### config.mk
export PLATFORM = sky130hd
export DESIGN_NAME = except_ctrl
export DESIGN_NICKNAME = d
export VERILOG_FILES = /design/src/rtl/except_pkg.sv /design/src/rtl/except_ctrl_irq_sync.sv /design/src/rtl/except_ctrl.sv
export SDC_FILE = /design/constraint.sdc
export NUM_CORES = 1
export LEC_CHECK = 0
export ABC_AREA = 1
export CAP_MARGIN = 0
export CORE_AREA = 2 2 123 125
export DETAILED_ROUTE_END_ITERATION = 16
export DIE_AREA = 0 0 125 127
export HOLD_SLACK_MARGIN = 0.1
export PLACE_DENSITY = 0.59
export SYNTH_ARGS = -nofsm -noshare
export SYNTH_HDL_FRONTEND = slang
export SYNTH_SLANG_ARGS = --single-unit
### constraint.sdc
create_clock -name clk -period 1.23 [get_ports clk]
set_input_delay 0.246 -clock clk [delete_from_list [all_inputs] [get_ports clk]]
set_output_delay 0.246 -clock clk [all_outputs]
set_load 0.005 [all_outputs]
### src/rtl/except_pkg.sv
// Shared definitions for the MEM-stage exception arbiter: exception codes,
// FSM state type and bit positions inside exc_flags_i.
package except_pkg;

    localparam logic [31:0] EXC_NONE    = 32'h0000_0000;
    localparam logic [31:0] EXC_INT     = 32'h0000_0001;
    localparam logic [31:0] EXC_ADEL    = 32'h0000_0004;
    localparam logic [31:0] EXC_ADES    = 32'h0000_0005;
    localparam logic [31:0] EXC_SYS     = 32'h0000_0008;
    localparam logic [31:0] EXC_BP      = 32'h0000_0009;
    localparam logic [31:0] EXC_RI      = 32'h0000_000a;
    localparam logic [31:0] EXC_OV      = 32'h0000_000c;
    localparam logic [31:0] EXC_TRAP    = 32'h0000_000d;
    localparam logic [31:0] EXC_ERET    = 32'h0000_000e;
    localparam logic [31:0] EXC_IF_ADEL = 32'h0000_000f;

    localparam int FLG_W       = 9;
    localparam int FLG_IF_ADEL = 8;
    localparam int FLG_RI      = 7;
    localparam int FLG_OV      = 6;
    localparam int FLG_TRAP    = 5;
    localparam int FLG_SYS     = 4;
    localparam int FLG_BP      = 3;
    localparam int FLG_ADEL    = 2;
    localparam int FLG_ADES    = 1;
    localparam int FLG_ERET    = 0;

    typedef enum logic {
        IDLE  = 1'b0,
        FLUSH = 1'b1
    } except_state_t;

    // Interrupt is deliverable only with IE set, outside exception/error level.
    function automatic logic int_pending(input logic [7:0] im, input logic [7:0] ip,
                                         input logic ie, input logic exl, input logic erl);
        return ie & ~exl & ~erl & (|(im & ip));
    endfunction

endpackage

### src/rtl/except_ctrl_irq_sync.sv
// Two-flop synchroniser for asynchronous interrupt lines (used with IRQ_SYNC_EN).
module irq_sync #(
    parameter int WIDTH = 6
) (
    input  logic             clk,
    input  logic             rst,
    input  logic [WIDTH-1:0] d_i,
    output logic [WIDTH-1:0] q_o
);

    logic [WIDTH-1:0] s1_q;
    logic [WIDTH-1:0] s2_q;

    // Metastability chain: two back-to-back flops.
    always_ff @(posedge clk) begin
        if (rst) begin
            s1_q <= {WIDTH{1'b0}};
            s2_q <= {WIDTH{1'b0}};
        end else begin
            s1_q <= d_i;
            s2_q <= s1_q;
        end
    end

    assign q_o = s2_q;

endmodule

### src/rtl/except_ctrl.sv
// MEM-stage exception arbiter and one-cycle flush sequencer feeding CP0.
// Optional macro IRQ_SYNC_EN: route hw_int_i through a 2-flop synchroniser.
module except_ctrl
    import except_pkg::*;
#(
    parameter int INT_W = 6
) (
    input  logic             clk,
    input  logic             rst,
    input  logic [INT_W-1:0] hw_int_i,
    input  logic             timer_int_i,
    output logic [INT_W-1:0] int_o,
    input  logic             mem_valid_i,
    input  logic             mem_stall_i,
    input  logic [31:0]      mem_pc_i,
    input  logic             mem_in_delayslot_i,
    input  logic [31:0]      mem_addr_i,
    input  logic [FLG_W-1:0] exc_flags_i,
    input  logic [31:0]      status_i,
    input  logic [31:0]      cause_i,
    input  logic [31:0]      vector_i,
    output logic [31:0]      except_type_o,
    output logic [31:0]      pc_o,
    output logic             in_delayslot_o,
    output logic [31:0]      mem_addr_o,
    output logic             flush_o,
    output logic [31:0]      new_pc_o
);

    except_state_t    state_q, state_d;
    logic             flush_q, flush_d;
    logic [31:0]      new_pc_q, new_pc_d;
    logic [31:0]      except_type_s;
    logic             commit_s;
    logic             int_pending_s;
    logic [INT_W-1:0] hw_int_s;
    logic             unused_bits;

`ifdef IRQ_SYNC_EN
    irq_sync #(.WIDTH(INT_W)) u_irq_sync (
        .clk (clk),
        .rst (rst),
        .d_i (hw_int_i),
        .q_o (hw_int_s)
    );
`else
    assign hw_int_s = hw_int_i;
`endif

    // The timer shares the top line and is already synchronous to clk.
    assign int_o = {hw_int_s[INT_W-1] | timer_int_i, hw_int_s[INT_W-2:0]};

    assign int_pending_s = int_pending(status_i[15:8], cause_i[15:8],
                                       status_i[0], status_i[1], status_i[2]);

    // Only one commit per instruction: never while stalled, flushing or in reset.
    assign commit_s = mem_valid_i & ~mem_stall_i & (state_q == IDLE) & ~rst;

    assign unused_bits = ^{status_i[31:16], status_i[7:3], cause_i[31:16], cause_i[7:0]};

    // Fixed-priority exception encoder; interrupts beat synchronous exceptions.
    always_comb begin
        except_type_s = EXC_NONE;
        if (!commit_s) begin
            except_type_s = EXC_NONE;
        end else if (int_pending_s) begin
            except_type_s = EXC_INT;
        end else if (exc_flags_i[FLG_IF_ADEL]) begin
            except_type_s = EXC_IF_ADEL;
        end else if (exc_flags_i[FLG_RI]) begin
            except_type_s = EXC_RI;
        end else if (exc_flags_i[FLG_OV]) begin
            except_type_s = EXC_OV;
        end else if (exc_flags_i[FLG_TRAP]) begin
            except_type_s = EXC_TRAP;
        end else if (exc_flags_i[FLG_SYS]) begin
            except_type_s = EXC_SYS;
        end else if (exc_flags_i[FLG_BP]) begin
            except_type_s = EXC_BP;
        end else if (exc_flags_i[FLG_ADEL]) begin
            except_type_s = EXC_ADEL;
        end else if (exc_flags_i[FLG_ADES]) begin
            except_type_s = EXC_ADES;
        end else if (exc_flags_i[FLG_ERET]) begin
            except_type_s = EXC_ERET;
        end else begin
            except_type_s = EXC_NONE;
        end
    end

    // Next-state logic: a taken exception latches the CP0 vector and flushes for one cycle.
    always_comb begin
        state_d  = state_q;
        flush_d  = 1'b0;
        new_pc_d = new_pc_q;
        case (state_q)
            IDLE: begin
                if (except_type_s != EXC_NONE) begin
                    state_d  = FLUSH;
                    flush_d  = 1'b1;
                    new_pc_d = vector_i;
                end else begin
                    state_d  = IDLE;
                end
            end
            FLUSH: begin
                state_d = IDLE;
            end
            default: begin
                state_d = IDLE;
            end
        endcase
    end

    // FSM state and registered flush/redirect outputs.
    always_ff @(posedge clk) begin
        if (rst) begin
            state_q  <= IDLE;
            flush_q  <= 1'b0;
            new_pc_q <= 32'h0000_0000;
        end else begin
            state_q  <= state_d;
            flush_q  <= flush_d;
            new_pc_q <= new_pc_d;
        end
    end

    assign except_type_o  = except_type_s;
    assign pc_o           = mem_pc_i;
    assign in_delayslot_o = mem_in_delayslot_i;
    assign mem_addr_o     = mem_addr_i;
    assign flush_o        = flush_q;
    assign new_pc_o       = new_pc_q;

endmodule

---- Yosys cells after proc, flatten, opt, wreduce, memory -nomap -nowiden ----
Index checks and enable logic that the tools add are counted.
word-level totals
  bits of input ports ..................... 181
  bits in registers ....................... 34
cells by class
  reduce and logical (&&, ||, !) cells .... 4
  bitwise logic cells ..................... 13
  muxes and demuxes ....................... 13
operator list
  operator                            number
  4-bit 2-to-1 mux                    11
  32-bit nonzero test                 1
  8-bit bitwise AND                   1
  8-bit OR reduction                  1
  1-bit bitwise AND                   6
  1-bit inverter                      5
  1-bit case mux with 2 select lines  1
  2-bit AND reduction                 1
  2-bit OR reduction                  1
  1-bit 2-to-1 mux                    1
  1-bit bitwise OR                    1

---- Longest topological paths before layout ----
Gate-level depths: netlist (run 1).
  word-level depth ........................ 14
  gate-level depth with buffers ........... 13

---- Worst setup path after synthesis (run 1) ----
Ideal clock, no wire load.
  kind .................................... register to output
  start point ............................. register state_q
  end point ............................... output except_type_o[2]
  data arrival time ....................... 1.089 ns
  stages on the path, launching flop included .. 7
  slack ................................... -0.105 ns
  cell sequence ........................... dfxtp_1 nor3_1 nand2_1 inv_1 nand3_2 buf_2 inv_1
on the way
  cells in the longest elaborated chain, start to end .. 4
ends and longest elaborated chain
  what                             line                source
  start, declared                  except_ctrl.sv:30   except_state_t state_q, state_d;
  start signal, assigned           except_ctrl.sv:122  state_q <= state_d;
  1-bit inverter                   --
  1-bit bitwise AND (2 in series)  except_ctrl.sv:57   assign commit_s = mem_valid_i & ~mem_stall_i & (state_q == IDLE) & ~rst;
  4-bit 2-to-1 mux                 except_ctrl.sv:64   if (!commit_s) begin
  end, declared                    except_ctrl.sv:22   output logic [31:0] except_type_o,
Every way passes these cells.

---- Final worst setup path (run 1) ----
  start point ............................. register state_q
  end point ............................... register new_pc_q[14], in the netlist new_pc_o[14]
on the way
  cells in the longest elaborated chain, start to end .. 6
ends and longest elaborated chain
  what                                      line                source
  1-bit inverter (*)                        --
  1-bit bitwise AND (2 in series)           except_ctrl.sv:57
  4-bit 2-to-1 mux                          except_ctrl.sv:64
  32-bit nonzero test                       except_ctrl.sv:98   if (except_type_s != EXC_NONE) begin
  2-bit AND reduction (no source line) (*)  --
  end signal, assigned                      except_ctrl.sv:124  new_pc_q <= new_pc_d;
  end, declared                             except_ctrl.sv:32   logic [31:0] new_pc_q, new_pc_d;
Every way passes the cells marked *; elsewhere a longest branch is shown, timed or not.
A chain may end at the register's enable or synchronous reset.

==> results.sh, run 1 <==
export IMPL_outcome="finished, violations left"
export IMPL_violations="negative setup slack"
export IMPL_grt_overflow=0
export IMPL_power_switching_mw=1.05
export IMPL_layout_nets=665
export IMPL_vias=2404
export IMPL_rsz0062_at_grt="yes"
export IMPL_cts_sinks=33
export IMPL_slew_viol_final=0
export IMPL_placed_cell_area_mm2=0.00345
export IMPL_die_h_um=127
export IMPL_synth_avg_cell_area_um2=6.18
export IMPL_grt_max_degree=33
export IMPL_seqPwrFrac_pct=32.3
export IMPL_fin_crit_sh_pct=128
export IMPL_cp_required_ns=1.42
export IMPL_cts_clk_slew_worst_paths_ns=0.06
export IMPL_comb_power_share_pct=27.8
export IMPL_internal_power_mw=2.76
export IMPL_yosys_warnings=0
export IMPL_grt_pass1_vias=2198
export IMPL_drtIter0Drc=30
export IMPL_initial_core_util_pct=18.6
export IMPL_setup_viol_count_final=37
export IMPL_place_congestion=0.688
export IMPL_fin_setup_tns_ns=-11.40
export IMPL_final_common_cell="inv_1"
export IMPL_critPathLaunchType="flip-flop"
export IMPL_grt_pass1_wl_mm=11.3
export IMPL_drtPass1Iterations=4
export IMPL_cts_hold_fix_buffers=0
export IMPL_route_detailed_wl_per_inst_um=11.8
export IMPL_fin_skew_ns=0.00754
export IMPL_core_area_mm2=0.0144
export IMPL_cts_path_max_buffers=2
export IMPL_cts_tree="done"
export IMPL_timing_fmax_ghz=0.637
export IMPL_cap_viol_max_count=0
export IMPL_htree_num_levels=2
export IMPL_antenna_cells=0
export IMPL_ys_seq_area_share_pct=24.7
export IMPL_grt_usage_pct=9.25
export IMPL_fin_area_mm2=0.00387
export IMPL_final_cell_mix="81 x inv_1, 59 x nand2_1, 45 x dlygate4sd2_1"
export IMPL_swShare_pct=27.6
export IMPL_crit_type="flip-flop to flip-flop"
export IMPL_io_pins=317
export IMPL_die_area_mm2=0.0159
export IMPL_cts_buffers=5
export IMPL_antenna_found_initial=0
export IMPL_min_path_type="primary input to primary output"
export IMPL_power_density_mw_per_mm2=986
export IMPL_hold_violations=0
export IMPL_drc=0
export IMPL_synthToLayoutAreaGrowth_pct=44.4
export IMPL_clock_latency_ns=0.29
export IMPL_syn_inst=433
export IMPL_ir_drop_uv=381
export IMPL_dpl_hpwl_mm=5.60
export IMPL_layout_setup_ws_ns=-0.340
export IMPL_die_w_um=125
export IMPL_pre_cts_ws_ns=-0.871
export IMPL_leakage_nw=2.27
export IMPL_p_total_mw=3.81
export IMPL_p_clk_share_pct=39.8
export IMPL_ys_seq_elements=33
export IMPL_wirelength_mm=7.90
export IMPL_ant_nets=0
export IMPL_yosysUniqueCellTypes=17
export IMPL_arrival_ns=1.75
export IMPL_port_buffers=103
export IMPL_end_kind="flip-flop"
export IMPL_synth_area_mm2=0.00268
export IMPL_num_rows=44
export IMPL_cts_root_buffer="clkbuf_16"
export IMPL_layout_drive_gt1_share_pct=25.4
export IMPL_vias_per_cell=3.59
export IMPL_critPathMaxFanout=6
export IMPL_finalCriticalPeriod_ns=1.57
kinds of logic after synthesis:
family                 after synthesis  synth area share (%)
buffers and inverters              222                  45.7
AND/OR/NAND/NOR                    176                  29.3
flip-flops                          33                  24.7
AO/OA/AOI/OAI                        1                 0.187
other                                1                 0.140
final timing paths:
check                                 start           end  slack (ns)  depth (start not counted)
worst max-delay path                state_q  new_pc_o[14]       -0.34                         10
worst min-delay path            hw_int_i[2]      int_o[2]        0.49                          0
worst max register to register      state_q  new_pc_o[14]       -0.34                         10
worst min register to register  new_pc_o[2]   new_pc_o[2]        0.56                          4
through the flow:
step / instances / hold WS, ns / utilization, %
floorplan: 460 / 0.427 / -
global placement: 650 / 0.492 / 24.0
detailed placement: 650 / 0.492 / 24.0
CTS: 661 / 0.492 / 25.1
global route: 669 / 0.492 / 26.8
finish: 669 / 0.492 / 26.8
synth_stat cells:
library cell  instances  area, um^2
nand2_4               1        11.3
buf_4               101         758
conb_1                1        3.75
nor2_1               43         161
clkbuf_1              3        11.3
dfxtp_1              33         661
nand4_1              32         200
nand3_2               2        20.0
nand3_4               1        17.5
nand2_2               2        12.5
o21ai_0               1        5.00
nand2_1              92         345
inv_2                 3        11.3
or2_2                 1        6.26
inv_1               106         398
buf_2                 9        45.0
nor3_1                2        10.0
final cells by class:
class / instances / area, um^2
fill: 1650 / 10600
multi-input combinational: 205 / 1070
inverter: 109 / 412
clock buffer: 6 / 139
sequential: 33 / 663
tap: 184 / 230
timing repair buffer: 130 / 1310
clock inverter: 2 / 37.5
layer usage:
metal	global-route usage, %	vias up	wire (um)
met2	14.7	95	3710
li1	-	1224	-
met3	3.52	51	655
met4	6.34	0	405
met1	10.3	1034	3130
met5	0	-	0
flip-flops by register name, summed over array words and instances, names as in the netlist:
name / cells
new_pc_o: 32
state_q: 1
power by group through the flow:
stage / combinational (mW) / sequential, mW / clock (mW)
after floorplan: 0.682 / 1.26 / 0
after global placement: 1.01 / 1.26 / 0
after detailed placement: 1.02 / 1.26 / 0
after CTS: 0.936 / 1.23 / 1.59
after global routing: 1.19 / 1.25 / 1.63
final: 1.06 / 1.23 / 1.52
timing repair:
item | in CTS | in global routing
setup buffers | 4 | 6
pin swaps | 21 | 40
endpoints found under the setup margin | 71 | 37
gates resized for setup | 105 | 89
gates cloned | 0 | 4
worst max-delay path, stage by stage (launching register included):
cell	delay (ns)
dfxtp_2	0.34
nor3_4	0.15
nand2_4	0.11
nor2_4	0.15
nand2_4	0.07
buf_8	0.13
nand3_4	0.18
clkbuf_16	0.21
nand2_2	0.04
inv_1	0.04
nor2_1	0.03
Note: power is estimated with default switching activity, not from simulation.
==> run 2: changes to the inputs <==
--- a/config.mk
+++ b/config.mk
@@ -7,11 +7,11 @@
 export LEC_CHECK = 0
 export ABC_AREA = 1
 export CAP_MARGIN = 0
-export CORE_AREA = 2 2 123 125
+export CORE_AREA = 2 2 122 124
 export DETAILED_ROUTE_END_ITERATION = 16
-export DIE_AREA = 0 0 125 127
+export DIE_AREA = 0 0 124 126
 export HOLD_SLACK_MARGIN = 0.1
-export PLACE_DENSITY = 0.59
+export PLACE_DENSITY = 0.58
 export SYNTH_ARGS = -nofsm -noshare
 export SYNTH_HDL_FRONTEND = slang
 export SYNTH_SLANG_ARGS = --single-unit
==> constraint.sdc (replaced) <==
create_clock -name clk -period 1.7 [get_ports clk]
set_input_delay 0.34 -clock clk [delete_from_list [all_inputs] [get_ports clk]]
set_output_delay 0.34 -clock clk [all_outputs]
set_load 0.005 [all_outputs]
==> run 2 against run 1 <==
The run now ends clean; cell count down 0.90%; clock power decreased by 29%; cell area is 4.3% lower; sequential power fell by 27%; combinational power is 31% lower; critical path type is now primary input to primary output; largest cell class unchanged; largest power group unchanged.
==> results.sh, run 2 (synthesis results as in run 1) <==
export IMPL_arrival_ns=1.29
export IMPL_layout_nets=659
export IMPL_htree_num_levels=2
export IMPL_cts_clk_slew_worst_paths_ns=0.05
export IMPL_port_buffers=103
export IMPL_fin_util_pct=25.8
export IMPL_clock_latency_ns=0.28
export IMPL_slew_viol_final=0
export IMPL_cts_root_buffer="clkbuf_16"
export IMPL_synthToLayoutAreaGrowth_pct=38.2
export IMPL_multiInputGateArea_um2=980
export IMPL_critPathLaunchType="primary input"
export IMPL_r2r_slack_ns=0.19
export IMPL_fin_cells=663
export IMPL_setup_viol_count_final=0
export IMPL_crit_chain="dlygate4sd2_1 > nor2_2 > nand2_1 > nor2_1 > buf_4 > nor2_4 > nand2_4 > inv_2 > buf_6"
export IMPL_initial_core_util_pct=18.7
export IMPL_p_total_mw=2.71
export IMPL_hold_violations=0
export IMPL_core_area_mm2=0.0143
export IMPL_critPathMaxFanout=3
export IMPL_final_common_cell="inv_1"
export IMPL_num_rows=44
export IMPL_antenna_found_initial=0
export IMPL_met1_usage_pct=11.5
export IMPL_largest_register_ffs=32
export IMPL_drtPass1Iterations=4
export IMPL_cts_path_max_buffers=2
export IMPL_min_path_type="flip-flop to flip-flop"
export IMPL_seqCellArea_um2=661
export IMPL_die_h_um=126
export IMPL_fin_crit_sh_pct=95.9
export IMPL_place_inst=645
export IMPL_place_congestion=0.663
export IMPL_outcome="complete, no violations"
export IMPL_cts_tree="done"
export IMPL_antenna_cells=0
export IMPL_cts_hold_fix_buffers=0
export IMPL_timing_fmax_ghz=0.613
export IMPL_hp_start="new_pc_o[4]"
export IMPL_end_kind="primary output"
export IMPL_crit_type="primary input to primary output"
export IMPL_placed_cell_area_mm2=0.00333
export IMPL_startpoint="exc_flags_i[4]"
export IMPL_drtIter0Drc=110
export IMPL_grt_busiest_layer="met2"
export IMPL_grt_usage_pct=9.74
export IMPL_cts_sinks=33
export IMPL_grt_pass1_wl_mm=11.5
export IMPL_critical_path_top_delay_family="buffers and inverters"
export IMPL_fillers=1617
export IMPL_grt_overflow=0
export IMPL_leakage_nw=2.10
export IMPL_r2r_start="state_q"
export IMPL_worst_path_max_delay_cell="dlygate4sd2_1"
export IMPL_fin_setup_tns_ns=0
export IMPL_drc=0
export IMPL_ir_drop_uv=409
export IMPL_io_pins=317
export IMPL_met2_usage_pct=14.9
export IMPL_final_cell_mix="101 x inv_1, 88 x nand2_1, 67 x clkdlybuf4s50_1"
export IMPL_die_area_mm2=0.0156
export IMPL_layout_drive_gt1_share_pct=14.0
export IMPL_cap_viol_max_count=0
export IMPL_fin_area_mm2=0.00370
export IMPL_use_met3_pct=3.71
export IMPL_ant_nets=0
export IMPL_power_density_mw_per_mm2=734
export IMPL_vias_per_cell=3.62
export IMPL_dpl_hpwl_mm=5.74
export IMPL_grt_pass1_vias=2222
export IMPL_path_buf_inv=4
export IMPL_fin_skew_ns=0.00508
export IMPL_grt_max_degree=34
export IMPL_route_detailed_wl_per_inst_um=12.6
export IMPL_cp_required_ns=1.36
export IMPL_finalCriticalPeriod_ns=1.63
export IMPL_cts_buffers=5
export IMPL_max_stage_delay_ns=0.25
export IMPL_wirelength_mm=8.36
export IMPL_die_w_um=124
export IMPL_vias=2397
[run 2: changes by cell type in the layout (fill, tap and decap cells not counted), moves of 7 or more]
cell,previous run,this run
nand2_1,59,88
inv_1,81,101
clkdlybuf4s15_1,15,8
dlygate4sd2_1,45,15
inv_2,27,6
nand2_2,26,3
clkdlybuf4s50_1,33,67
[run 2: cell type report]
type | instances | share of cell area [%]
inverters | 109 | 11.2
repair buffers | 124 | 33.6
multi-input cells | 205 | 26.5
clock inverters | 1 | 0.812
flip-flops and latches | 33 | 17.9
well taps | 184 | 6.22
clock buffers | 7 | 3.86
[run 2: power breakdown]
part	internal (mW)	switching [mW]	leakage, nW
Sequential	0.854	0.0451	0.272
Combinational	0.412	0.323	1.74
Clock	0.732	0.347	0.0841
Total	2.00	0.716	2.10
[run 2: layer usage]
metal | wire, um | part of all wire (%) | vias up
met5 | 0 | 0 | -
met4 | 352 | 4.2 | 0
met3 | 857 | 10 | 40
met2 | 3560 | 43 | 134
met1 | 3590 | 43 | 1006
li1 | - | - | 1217
[run 2: path summary, 6_finish.rpt]
path	end	cells after the start
setup / recovery	except_type_o[3]	9
hold / removal	new_pc_o[4]	4
setup reg to reg	new_pc_o[17]	10
hold reg to reg	new_pc_o[4]	4
[run 2: worst register-to-register path, delay by kind of cell, from the launching register on]
| family | cells | cell delay (ns) |
|---|---|---|
| buffers and inverters | 3 | 0.38 |
| flip-flops | 1 | 0.34 |
| AND/OR/NAND/NOR | 7 | 0.69 |
[run 2: per-stage QoR]
stage                     worst slack [ns]  hold WS, ns
after CTS                        -0.000484        0.563
after detailed placement            -0.748        0.550
after global placement              -0.744        0.556
after global routing              -0.00448        0.605
after floorplan                      0.225        0.530
final                               0.0692        0.560
[run 2: timing repair]
item | CTS | global route
gates cloned | 0 | 3
gates resized for setup | 77 | 38
pin swaps | 27 | 28
setup buffers | 0 | 9
endpoints found under the setup margin | 38 | 36
==> run 3: changes to the inputs <==
--- a/config.mk
+++ b/config.mk
@@ -6,7 +6,6 @@
 export NUM_CORES = 1
 export LEC_CHECK = 0
 export ABC_AREA = 1
-export CAP_MARGIN = 0
 export CORE_AREA = 2 2 122 124
 export DETAILED_ROUTE_END_ITERATION = 16
 export DIE_AREA = 0 0 124 126
==> results of run 3 <==
Same layout as run 2: the final DEF is identical, and so are final timing and power.
